--- config.mk ---
export PLATFORM = sky130hd
export DESIGN_NAME = aes_round_sequencer
export DESIGN_NICKNAME = d
export VERILOG_FILES = /design/src/rtl/aes_round_sequencer.sv
export SDC_FILE = /design/constraint.sdc
export NUM_CORES = 1
export LEC_CHECK = 0
export BUFFER_PORTS_ARGS = -buffer_cell sky130_fd_sc_hd__buf_2
export CORE_ASPECT_RATIO = 1.5
export CORE_MARGIN = 2
export CORE_UTILIZATION = 40
export CTS_BUF_LIST = sky130_fd_sc_hd__clkbuf_2
export CTS_CLUSTER_DIAMETER = 40
export DETAILED_ROUTE_END_ITERATION = 12
export PLACE_DENSITY_LB_ADDON = 0.25
export SYNTH_ARGS = -nofsm -noshare
export SYNTH_HDL_FRONTEND = slang
export SYNTH_SLANG_ARGS = --single-unit
--- constraint.sdc ---
create_clock -name clk -period 1.9 [get_ports clk]
set_input_delay 0.095 -clock clk [delete_from_list [all_inputs] [get_ports clk]]
set_output_delay 0.095 -clock clk [all_outputs]
set_load 0.05 [all_outputs]
--- src/rtl/aes_round_sequencer.sv ---
// Round-level control FSM for the AES-128 datapath: paces each round with the external
// period counter, drives per-stage enables and reports done/busy/timeout error.
module aes_round_sequencer #(
  parameter int unsigned NUM_ROUNDS = 10,
  parameter int unsigned ROUND_BITS = 4,
  parameter int unsigned TIMEOUT    = 63,
  parameter int unsigned TO_BITS    = 6
) (
  input  logic                  clk,
  input  logic                  rst,
  input  logic                  start,
  input  logic                  abort,
  input  logic                  done_flag,
  output logic                  count_enable,
  output logic [ROUND_BITS-1:0] round_num,
  output logic                  add_key_en,
  output logic                  sub_en,
  output logic                  shift_en,
  output logic                  mix_en,
  output logic                  busy,
  output logic                  done,
  output logic                  error
);

  typedef enum logic [2:0] {StIdle, StInit, StRun, StStep, StFinish, StError} state_e;

  localparam logic [ROUND_BITS-1:0] LastRound = ROUND_BITS'(NUM_ROUNDS);
  localparam logic [TO_BITS-1:0]    ToLast    = TO_BITS'(TIMEOUT - 1);

  state_e                state_q, state_d;
  logic [ROUND_BITS-1:0] round_q, round_d;
  logic [TO_BITS-1:0]    to_q, to_d;

  always_comb begin
    state_d = state_q;
    round_d = round_q;
    to_d    = to_q;
    if (abort && state_q != StIdle) begin
      state_d = StIdle;
      round_d = '0;
      to_d    = '0;
    end else begin
      unique case (state_q)
        StIdle: begin
          if (start) begin
            state_d = StInit;
            round_d = '0;
            to_d    = '0;
          end
        end
        StInit: begin
          state_d = StRun;
          round_d = ROUND_BITS'(1);
          to_d    = '0;
        end
        StRun: begin
          to_d = to_q + TO_BITS'(1);
          // done_flag wins over a timeout landing in the same cycle
          if (done_flag) begin
            state_d = (round_q == LastRound) ? StFinish : StStep;
          end else if (to_q == ToLast) begin
            state_d = StError;
          end
        end
        StStep: begin
          state_d = StRun;
          round_d = round_q + ROUND_BITS'(1);
          to_d    = '0;
        end
        StFinish: state_d = StIdle;
        StError:  state_d = StError;
        default:  state_d = StIdle;
      endcase
    end
  end

  // Outputs are registered from the next-state decode so they line up with state_q.
  always_ff @(posedge clk or posedge rst) begin
    if (rst) begin
      state_q      <= StIdle;
      round_q      <= '0;
      to_q         <= '0;
      count_enable <= 1'b0;
      add_key_en   <= 1'b0;
      sub_en       <= 1'b0;
      shift_en     <= 1'b0;
      mix_en       <= 1'b0;
      busy         <= 1'b0;
      done         <= 1'b0;
      error        <= 1'b0;
    end else begin
      state_q      <= state_d;
      round_q      <= round_d;
      to_q         <= to_d;
      count_enable <= (state_d == StRun);
      add_key_en   <= (state_d == StInit) || (state_d == StRun);
      sub_en       <= (state_d == StRun);
      shift_en     <= (state_d == StRun);
      mix_en       <= (state_d == StRun) && (round_d != LastRound);
      busy         <= (state_d != StIdle) && (state_d != StError);
      done         <= (state_d == StFinish);
      error        <= (state_d == StError);
    end
  end

  assign round_num = round_q;

endmodule
==> metrics.yaml <==
outcome:
  outcome: "finished clean"
detailed_routing:
  drt-pass1-iter-count: 4
  via_per_inst: 5.54
  vias_post_dr: 970
  finalWirelength_um: 2610
  avgRoutedWirePerCell_um: 14.9
  number_of_drc_markers_in_iteration_0: 48
  remaining_drc_errors: 0
  ant_nets: 0
sta:
  unrepaired_setup_endpoints_after_global_routing: "false"
  tns_ns: 0
  fin_hold_ws_ns: 0.0911
  layout_worst_path_cycle_share_pct: 93.5
  achievable-frequency_mhz: 563
  maxSlewHeadroom_pct: 50.2
  fin_worst_skew_ns: 0.00417
  final-hold-violation-count: 0
  period_minus_slack_ns: 1.78
  setup_ws_ns: 0.123
  setup_viol_count_final: 0
  report.final.slew_viol_count: 0
  worst_slew_pin_slew_ns: 0.747
layout:
  final_layout_size_suffix_gt1_share_pct: 22.5
  fin_util_pct: 47.3
  layout_common_cells: "18 x dfrtp_1, 16 x buf_2, 10 x nor2_1"
  fin_area_mm2: 0.00128
  layout.cells.most_common: "dfrtp_1"
  fin_cells: 175
  insertedDiodeCount: 0
  fill_cells: 292
  final_net_count: 148
  area_growth_pct: 11.9
clocking:
  cts_buffers: 3
  htreeDepth: 1
  cts.path.max_buffers: 2
  cts.sinks: 19
  clock_slew_seen_by_the_registers_of_the_worst_setup_and_hold_paths_ns: 0.20
  clock_tree_from_tritoncts: "done"
  cts.root.buffer_cell: "clkbuf_2"
  worstSkewPairLatency_ns: 0.32
power_and_ir_drop:
  internal_power_mw: 0.650
  leakage_nw: 0.588
  power.ir.vdd_worst_mv: 0.441
  power.net_switching_mw: 0.537
  combinationalPowerShare_pct: 41.6
  switching_share_pct: 45.2
  power.density_mw_per_mm2: 928
  seq_power_share_pct: 43.0
  p_clk_share_pct: 15.4
  design_power_total_mw: 1.19
synth:
  synthesis.nets: 130
  fraction_of_synthesis_flops_using_an_asynchronous_set_or_reset_pin_pct: 100
  postSynthCellCount: 121
  number_of_flops_mapped_to_enable_cells_by_yosys: 0
  yosys_register_bits: 19
  syn-mean-instance-area_um2: 9.44
  ys.flop_type: "dfrtp_1"
  synth.distinct_cells: 43
  seq_area_frac_synth_pct: 41.6
  synth.cell_area_mm2: 0.00114
  ys_warn_count: 0
floorplanning:
  die_width_um: 47.6
  std_cell_rows: 23
  top_level_ports: 17
  die-area_mm2: 0.00331
  initial_utilization_pct: 42.2
  die-height_um: 69.5
  floorplan.core_area_mm2: 0.00271
job:
  maxCapViolations: 0
global_routing:
  grt_antenna_before_repair: 0
  largest_net_degree_at_the_start_of_global_routing: 20
  wire_length_of_the_first_global_routing_pass_um: 4510
  first_global_vias: 996
  track_usage_pct: 18.0
  overflow: 0
placement:
  placedCellCount: 170
  dpl_cell_area_mm2: 0.00125
  final_weighted_congestion_in_routability_driven_placement: 0.903
  io_buffers: 16
  dpl.hpwl_um: 1940
  placement.setup.worst_slack_ns: 0.159
critical_path:
  critPathMaxFanout: 8
  crit_end_element: "register"
  worst_setup_path_start_kind: "register"
  critical_setup_path_kind: "reg2reg"
  timing.critical_path.required_ns: 2.13
  worstPathArrival_ns: 2.01
worst_hold_path:
  worst_hold_path_type: "in2reg"
## sequential cells by signal, summed over array words and instances (netlist names)
| register | cells |
|---|---|
| busy | 1 |
| mix_en | 1 |
| state_q | 3 |
| error | 1 |
| to_q | 6 |
| shift_en | 1 |
| done | 1 |
| add_key_en | 1 |
| round_num | 4 |
## synthesized netlist by cell type, drive strengths merged, types with 2 or more instances
cell    count  area share [%]
o211ai      2             1.3
nand2b      4             2.2
clkbuf      2            0.66
nand2       9             3.0
a311oi      3             2.3
a211o       2             1.5
buf         5             3.2
nand3       5             2.2
o21ai      11             5.8
inv         8             2.6
nor2       10             3.3
nor2b       3             1.6
dfrtp      19              42
nor3        3             1.3
ha          4             4.4
a21o        2             1.3
a21oi       7             3.1
## final cells by class
type	count	area, um^2	share of cell area (%)
inverters	8	30.0	2.35
clock buffers	3	15.0	1.17
clock inverters	1	5.00	0.391
multi-input cells	87	593	46.4
flip-flops and latches	19	477	37.3
well taps	37	46.3	3.62
repair buffers	20	113	8.81
## metal layers
metal  wire length (um)  global-route usage, %  share of wire, %  up-vias
met3                 91                   2.60               3.5        4
met2               1400                   30.9                54       22
met4                 35                   5.41               1.3        0
met1               1080                   22.0                41      472
li1                   -                      -                 -      472
met5                  0                      0                 0        -
## worst max-delay path, cell delays in order, from the launching register on
cell and delay [ns]:
dfrtp_2 0.47, inv_1 0.10, ha_1 0.20, and4b_4 0.22, a2111oi_4 0.40, a311o_1 0.23
a21oi_1 0.07
## path summary, 6_finish.rpt
check	start	slack [ns]	depth (start not counted)	endpoint
max reg2reg	round_num[0]	0.12	6	busy
min reg2reg	to_q[2]	0.52	1	to_q[2]
min	abort	0.09	2	error
min in group asynchronous	rst	0.42	3	state_q[0]
max in group asynchronous	rst	0.97	3	round_num[0]
max	round_num[0]	0.12	6	busy
## cell families after synthesis
family	share of synthesized area, %
adder cells (fa/ha/maj)	4.38
XOR/XNOR	0.767
flip-flops	41.6
buffers and inverters	6.46
AO/OA/AOI/OAI	24.4
AND/OR/NAND/NOR	22.3
## what timing repair did
action | 4_1_cts | 5_1_grt
resized for setup | 0 | 1
hold buffers | 1 | 0
hold endpoints to repair | 19 | 0
setup endpoints to repair | 0 | 2
setup buffers | 0 | 0
## power by group through the flow
stage / clock network, mW / logic (mW) / registers [mW]
floorplan: 0 / 0.277 / 0.629
CTS: 0.191 / 0.495 / 0.511
detailed placement: 0 / 0.490 / 0.518
finish: 0.182 / 0.494 / 0.511
global placement: 0 / 0.488 / 0.516
global route: 0.209 / 0.538 / 0.518
(Power assumes the default switching activity.)
